### src/rtl/cycle_sequencer.sv
// Instruction step sequencer: one-hot step rotation with memory wait states,
// a wait-state timeout, halt/resume and single-cycle interrupt acknowledge.
module cycle_sequencer #(
    parameter int NSTEPS = 5,
    parameter int TO_W   = 4
) (
    input  logic              iClk,
    input  logic              nRst,
    input  logic              iRdy,
    input  logic [3:0]        iLen,
    input  logic              iMemStep,
    input  logic              iMemAck,
    input  logic              iHalt,
    input  logic              iRun,
    input  logic              iIrq,
    output logic [NSTEPS-1:0] oStep,
    output logic              oFetch,
    output logic              oMemReq,
    output logic              oInsnDone,
    output logic              oIrqAck,
    output logic              oHalted,
    output logic              oFault
);

    localparam logic [2:0] S_RUN   = 3'd0;
    localparam logic [2:0] S_WAIT  = 3'd1;
    localparam logic [2:0] S_IRQ   = 3'd2;
    localparam logic [2:0] S_HALT  = 3'd3;
    localparam logic [2:0] S_FAULT = 3'd4;

    localparam logic [NSTEPS-1:0] STEP0 = {{(NSTEPS-1){1'b0}}, 1'b1};

    logic [2:0]        state, state_nx;
    logic [NSTEPS-1:0] step, step_nx;
    logic [TO_W-1:0]   cnt, cnt_nx;

    logic [4:0]        len_ext;
    logic [4:0]        eff_len;
    logic [NSTEPS-1:0] last_mask;
    logic [NSTEPS-1:0] step_rot;
    logic              is_last;
    logic              adv;
    logic              stall;
    logic              timeout;

    // Effective length is clamped to [2, NSTEPS]; step 0 can never be last.
    always_comb begin
        len_ext = {1'b0, iLen};
        if (len_ext < 5'd2)
            eff_len = 5'd2;
        else if (len_ext > 5'(NSTEPS))
            eff_len = 5'(NSTEPS);
        else
            eff_len = len_ext;
    end

    assign last_mask = STEP0 << (eff_len - 5'd1);
    assign is_last   = |(step & last_mask);
    assign step_rot  = {step[NSTEPS-2:0], step[NSTEPS-1]};

    assign adv     = iRdy && (((state == S_RUN) && (!iMemStep || iMemAck)) ||
                              ((state == S_WAIT) && iMemAck));
    assign stall   = iRdy && (state == S_RUN) && iMemStep && !iMemAck;
    assign timeout = iRdy && (state == S_WAIT) && !iMemAck && (cnt == '1);

    // NOTE: every output of this block gets a default first so no latch is inferred.
    always_comb begin
        state_nx = state;
        step_nx  = step;
        cnt_nx   = cnt;
        if (adv) begin
            if (is_last) begin
                step_nx = STEP0;
                if (iHalt)
                    state_nx = S_HALT;
                else if (iIrq)
                    state_nx = S_IRQ;
                else
                    state_nx = S_RUN;
            end else begin
                step_nx  = step_rot;
                state_nx = S_RUN;
            end
        end else if (stall) begin
            state_nx = S_WAIT;
            cnt_nx   = '0;
        end else if (timeout) begin
            state_nx = S_FAULT;
            step_nx  = STEP0;
        end else if (iRdy) begin
            case (state)
                S_WAIT: cnt_nx = cnt + 1'b1;
                S_IRQ:  state_nx = S_RUN;
                S_HALT: begin
                    if (iIrq)
                        state_nx = S_IRQ;
                    else if (iRun)
                        state_nx = S_RUN;
                end
                default: ;
            endcase
        end
    end

    // NOTE: sequential state uses non-blocking assignments so all registers update together.
    always_ff @(posedge iClk or negedge nRst) begin
        if (!nRst) begin
            state <= S_RUN;
            step  <= STEP0;
            cnt   <= '0;
        end else begin
            state <= state_nx;
            step  <= step_nx;
            cnt   <= cnt_nx;
        end
    end

    // Step is only visible while an instruction is in flight.
    assign oStep     = ((state == S_RUN) || (state == S_WAIT)) ? step : '0;
    assign oFetch    = (state == S_RUN) && step[0];
    assign oMemReq   = ((state == S_RUN) && iMemStep) || (state == S_WAIT);
    assign oInsnDone = adv && is_last;
    assign oIrqAck   = (state == S_IRQ) && iRdy;
    assign oHalted   = (state == S_HALT);
    assign oFault    = (state == S_FAULT);

endmodule

### config.mk
export PLATFORM = sky130hd
export DESIGN_NAME = cycle_sequencer
export DESIGN_NICKNAME = d
export VERILOG_FILES = /design/src/rtl/cycle_sequencer.sv
export SDC_FILE = /design/constraint.sdc
export NUM_CORES = 1
export LEC_CHECK = 0
export BUFFER_PORTS_ARGS = -buffer_cell sky130_fd_sc_hd__buf_4
export CORE_MARGIN = 1
export CORE_UTILIZATION = 50
export DETAILED_ROUTE_END_ITERATION = 10
export GPL_ROUTABILITY_DRIVEN = 0
export PLACE_DENSITY_LB_ADDON = 0.08
export SLEW_MARGIN = 20
export SYNTH_ARGS = -nofsm -noshare
export SYNTH_HDL_FRONTEND = slang
export SYNTH_SLANG_ARGS = --single-unit
### constraint.sdc
create_clock -name iClk -period 2.2 [get_ports iClk]
set_input_delay 0.22 -clock iClk [delete_from_list [all_inputs] [get_ports iClk]]
set_output_delay 0.22 -clock iClk [all_outputs]
set_load 0.01 [all_outputs]
Word level (Yosys, flattened, before mapping)
Cells that the tools add are included.
- bits in registers: 12
- word-level logic and storage cells: 68
- add/subtract/negate cells: 2
- order comparisons: 2
- equal/unequal tests: 8
- shift-type cells: 1
- multiplexer cells: 21
- bitwise operators: 2
- reduce and logical (&&, ||, !) cells: 29
- operators by type and width (cell ; number):
    $mux 5 ; 6
    $mux 3 ; 7
    $mux 4 ; 5
    $logic_and 1x1->1 ; 13
    $eq 3x2->1 const B ; 2
    $ne 6x3->1 const B ; 1
    $pmux 3 s2 ; 1
    $reduce_bool 2->1 ; 3
    $and 5x5->5 ; 1
    $reduce_bool 5->1 ; 1
    $reduce_or 5->1 ; 1
    $shl 1x5->5 const A ; 1
    $sub 5x1->5 const B ; 1
    $add 4x1->4 const B ; 1
    $eq 4x4->1 const B ; 1
    $gt 4x3->1 const B ; 1
    $logic_or 1x1->1 ; 4
    $lt 4x2->1 const B ; 1
    $mux 2 ; 2
    $ne 2x2->1 const B ; 2
    $reduce_and 4->1 ; 1
    $reduce_bool 4->1 ; 1
    $eq 3x1->1 const B ; 1
    $eq 3x3->1 const B ; 1
    5 further kinds ; 6

Logic depth before layout (Yosys ltp)
- word-level depth: 9
- gate-level depth with buffers: 8
- mapped depth without buffers: 8

Least setup slack after synthesis
No wires, ideal clock.
- kind: input port to flip-flop
- start point: input port iLen[0]
- end point: register step[1]
- data arrival time: 2004 ps
- setup slack: 75 ps
- stages: 8
- cell sequence: maj3_2 -> nor2_1 -> ha_1 -> mux2i_1 -> or4_1 -> a32o_2 -> nor2b_4 -> a22o_1
- longest elaborated chain between the ends: 9
- elaborated cells on any way between the ends: 10
- those cells by class: 1 x add/sub; 2 x order compare; 1 x shift; 4 x mux; 1 x bitwise; 1 x reduce/logical
- ends and longest elaborated chain (what ; line ; text):
    from (decl) ; 10 ; input logic [3:0] iLen,
    $gt 4x3->1 ; 51 ; else if (len_ext > 5'(NSTEPS))
    $mux 4 ; 51 ;
    $mux 5 * ; 49 ; if (len_ext < 5'd2)
    $sub 5x1->5 * ; 57 ; assign last_mask = STEP0 << (eff_len - 5'd1);
    $shl 1x5->5 * ; 57 ;
    $and 5x5->5 * ; 58 ; assign is_last = |(step & last_mask);
    $reduce_or 5->1 * ; 58 ;
    $mux 5 * ; 72 ; if (is_last) begin
    $mux 5 * ; 71 ; if (adv) begin
    to (signal assigned) ; 113 ; step <= step_nx;
    to (decl) ; 34 ; logic [NSTEPS-1:0] step, step_nx;
Every way passes the cells marked *; elsewhere a longest branch is shown, timed or not.
A chain may end at the register's enable or synchronous reset.

Worst setup path in the final report
- start point: input port iLen[0]
- end point: output port oInsnDone
- longest elaborated chain between the ends: 8
- elaborated cells on any way between the ends: 9
- those cells by class: 1 x add/sub; 2 x order compare; 1 x shift; 2 x mux; 1 x bitwise; 2 x reduce/logical
- ends and longest elaborated chain (what ; line ; text):
    $gt 4x3->1 ; 51 ;
    $mux 4 ; 51 ;
    $mux 5 * ; 49 ;
    $sub 5x1->5 * ; 57 ;
    $shl 1x5->5 * ; 57 ;
    $and 5x5->5 * ; 58 ;
    $reduce_or 5->1 * ; 58 ;
    $logic_and 1x1->1 * ; 122 ; assign oInsnDone = adv && is_last;
    to (decl) ; 19 ; output logic oInsnDone,
Marks and branches as above.

==> summary.txt <==
Detailed routing
  • Pre-Repair DR Iteration Count: 4
  • Drt initial violations: 7
  • Via density per instance: roughly 5.6
  • Final routed wirelength across all metal layers: roughly 1800 µm
  • Vias: about 740
  • Drc violations: 0
  • Post-route antenna net violation count: 0
  • Avg WL per Cell: between 10 and 15 µm

Synth
  • Synth area leaders: dfrtp_1, mux2_2, a22o_1
  • Most instantiated flip-flop cell in the synthesis netlist: dfrtp_1
  • Share of the synthesized area in the top cell type: 33.8%
  • Net count of the mapped netlist: between 90 and 100
  • Average size of a mapped cell: 9.58 µm²
  • Share of synthesized registers carrying an async set or reset: 100%
  • Unique cell type count in the Yosys netlist: 40
  • Number of register bits inferred by synthesis: 12
  • Sequential element share of the synthesized area: between 30 and 40%
  • Gate count after technology mapping: 85
  • Largest area contributor in the synthesized netlist: dfrtp_1
  • Number of synthesized flops with an enable pin: 0
  • Total number of yosys warnings: 0
  • Post-synthesis instance area: 815 µm²

Final layout
  • Number of nets in the final layout: between 100 and 150
  • Final Instance Area: 1100 µm²
  • Ratio of cells with drive above 1 in the final layout: a little over two fifths
  • Most common cell after layout, fill and taps aside: buf_4
  • Number of antenna cells inserted: 0
  • Most used cells in the layout excluding fill and tap cells: buf_4, dfrtp_1, nor2_1
  • Syn-to-layout area delta: 35.2%
  • Count of fill cells added during filler insertion: 122

Timing
  • Max Slew Vio Count: 0
  • Number of failing setup endpoints in the final timing report: 1
  • Worst relative slew slack: between 60% and 70%
  • Setup repair after global routing missed its margin: true
  • Timing-limited maximum frequency: around 450 MHz
  • Minimum clock period: between 2 and 2.5 ns
  • Final setup slack of the worst path: -0.00678 ns
  • Final worst-path cycle share: 100%
  • Actual slew at the worst max-slew pin: approximately 0.45 ns
  • Total count of hold-check failures in the final report: 0
  • Fin Clk Skew: around 0.0055 ns

Critical path
  • FF-to-FF Start: state[2]
  • Required time worst endpoint: between 1.5 and 2 ns
  • Cell mode on critical path: buf_4
  • Biggest cell delay along the critical path: ~0.4 ns
  • Arrival time of the worst setup path: between 1.5 and 2 ns
  • Capturing point of the worst reg2reg path: state[1]
  • Maximum net fanout on the critical path: 2
  • Slowest cell on crit path: or4_1
  • Endpoint type of the worst setup path: primary output
  • Critical path startpoint category: input pin
  • Series of cell instances along the critical path: buf_4 -> maj3_2 -> nor2_1 -> ha_1 -> mux2i_1 -> or4_1 -> a32o_2 -> nor2_2 -> buf_4
  • WP buf/inv: 2
  • Setup slack of the most critical reg-to-reg path: 0.36 ns
  • Logic depth of the worst register-to-register path: 5
  • CP delay by family, top: simple AND/OR/NAND/NOR gates
  • Setup CP Type: in -> out

Worst hold path
  • Hold crit path type: in -> reg
  • Hold Path Sink: state[1]
  • Hold Crit Depth: 4
  • Hold Path Origin: iIrq

Pwr
  • Max IR drop VDD: between 0.5 and 0.6 mV
  • Total design power: about 0.97 mW
  • Power density over the cells: roughly 900 nW/µm²
  • Leak Pwr: roughly 0.54 nW

Placement
  • I/O Buffers: 22
  • Area after DPL: about 1000 µm²
  • Placed wire-length estimate: 1410 µm

Clocking
  • Latest clock arrival within the worst-skew pair: approximately 0.28 ns
  • Register clock-pin slew on the reported worst setup and hold paths: ~0.070 ns
  • TritonCTS sink count: 12
  • Root buffer cell: clkbuf_4
  • Maximum buffer depth of the clock tree: 2
  • Cts bufs inserted: 3
  • H-tree depth: 1
  • CTS tree: yes

Global routing
  • Wire length of the first global-routing pass: 3130 µm
  • Number of global-route vias before repair: ~740
  • Antenna violations before repair: 0
  • Largest net degree at the start of global routing: 13
  • Gr usage total: roughly a quarter
  • Grt total ovfl: 0

Status
  • Violated checks: setup timing
  • Run status: complete, but fails checks

Flow run
  • Number of max-cap violations: 0

Die
  • Top-Level Pins: 23
  • Chip Height: between 40 and 50 µm
  • Die boundary width: 42.4 µm
  • Full die area: 1790 µm²
  • Starting utilization of the core area: 54.1%
  • CORE AREA: between 1500 and 2000 µm²
  • Number of rows in the core area: 14
-- cells in the mapped netlist (2+ instances only) --
cell type / number
nand3_1: 2
and2_1: 5
mux2_2: 5
ha_1: 2
a22o_1: 5
clkbuf_1: 3
nor3_1: 3
nor2_1: 8
o21ai_0: 3
nand2_1: 4
xor2_1: 3
inv_1: 3
dfrtp_1: 11
or2_2: 2
-- routing by layer --
layer | vias up | wire (µm) | GRT usage, %
met4 | 0 | 21 | 10.6
met1 | 343 | 858 | 30.6
met5 | - | 0 | 0
li1 | 376 | - | -
met3 | 2 | 95 | 6.03
met2 | 23 | 815 | 36.3
-- per-stage QoR --
step | hold slack, ns | utilization [%] | worst slack, ns | setup TNS, ns | std cells
after floorplan | -0.0756 | - | 0.0751 | 0 | 85
after global placement | 0.0629 | 69.1 | -0.0541 | -0.270 | 127
after detailed placement | 0.0662 | 69.1 | -0.0677 | -0.401 | 127
after CTS | 0.300 | 72.9 | 0.00532 | 0 | 133
after global routing | 0.308 | 73.1 | -0.0796 | -0.0796 | 133
final | 0.306 | 73.1 | -0.00678 | -0.00678 | 133
-- flip-flops by register name, indices dropped and copies added (netlist names) --
register and count:
step 5, state 3, cnt 4
-- area by class of cell --
type	count	area [µm²]	area share, %
Timing Repair Buffer	31	239	21.7
Multi-Input combinational cell	67	493	44.8
Sequential cell	12	302	27.4
Inverter	3	11.3	1.02
Tap cell	16	20.0	1.82
Clock buffer	4	36.3	3.30
-- worst max path at each step --
stage / end / from / cells past startpoint / slack (ns)
finish: oInsnDone / iLen[0] / 9 / -0.007
global route: oInsnDone / iLen[0] / 9 / -0.08
CTS: oInsnDone / iLen[0] / 9 / 0.005
detailed placement: step[4] / iLen[2] / 9 / -0.07
global placement: oInsnDone / iLen[2] / 9 / -0.05
floorplan: step[1] / iLen[0] / 8 / 0.08
-- report_power, final --
| part | total, mW | leakage [nW] | internal [mW] | switching (mW) |
|---|---|---|---|---|
| sequential | 0.372 | 0.156 | 0.298 | 0.0746 |
| combinational | 0.424 | 0.367 | 0.239 | 0.185 |
| clock | 0.173 | 0.0210 | 0.101 | 0.0728 |
-- tightest hold or removal path: stages --
cell and delay (ns):
buf_4 0.09, nand2_1 0.05, o31ai_2 0.05, mux2_2 0.13
-- cells by family (layout without fill, tap and decap cells) --
group | after synthesis | in the layout | synth area share, %
XOR/XNOR | 4 | 4 | 4.30
AO/OA/AOI/OAI | 17 | 17 | 16.3
multiplexers | 6 | 6 | 8.14
AND/OR/NAND/NOR | 37 | 37 | 27.0
buffers and inverters | 6 | 38 | 2.76
adder cells (fa/ha/maj) | 3 | 3 | 4.45
flip-flops | 12 | 12 | 37.0
-- timing repair --
action,in CTS,in global routing
setup buffers,1,0
hold buffers,1,0
gates resized for setup,1,1
hold endpoints to repair,12,0
pin swaps,1,1
endpoints found under the setup margin,1,1
No activity file was read; power rests on OpenSTA's default activity.
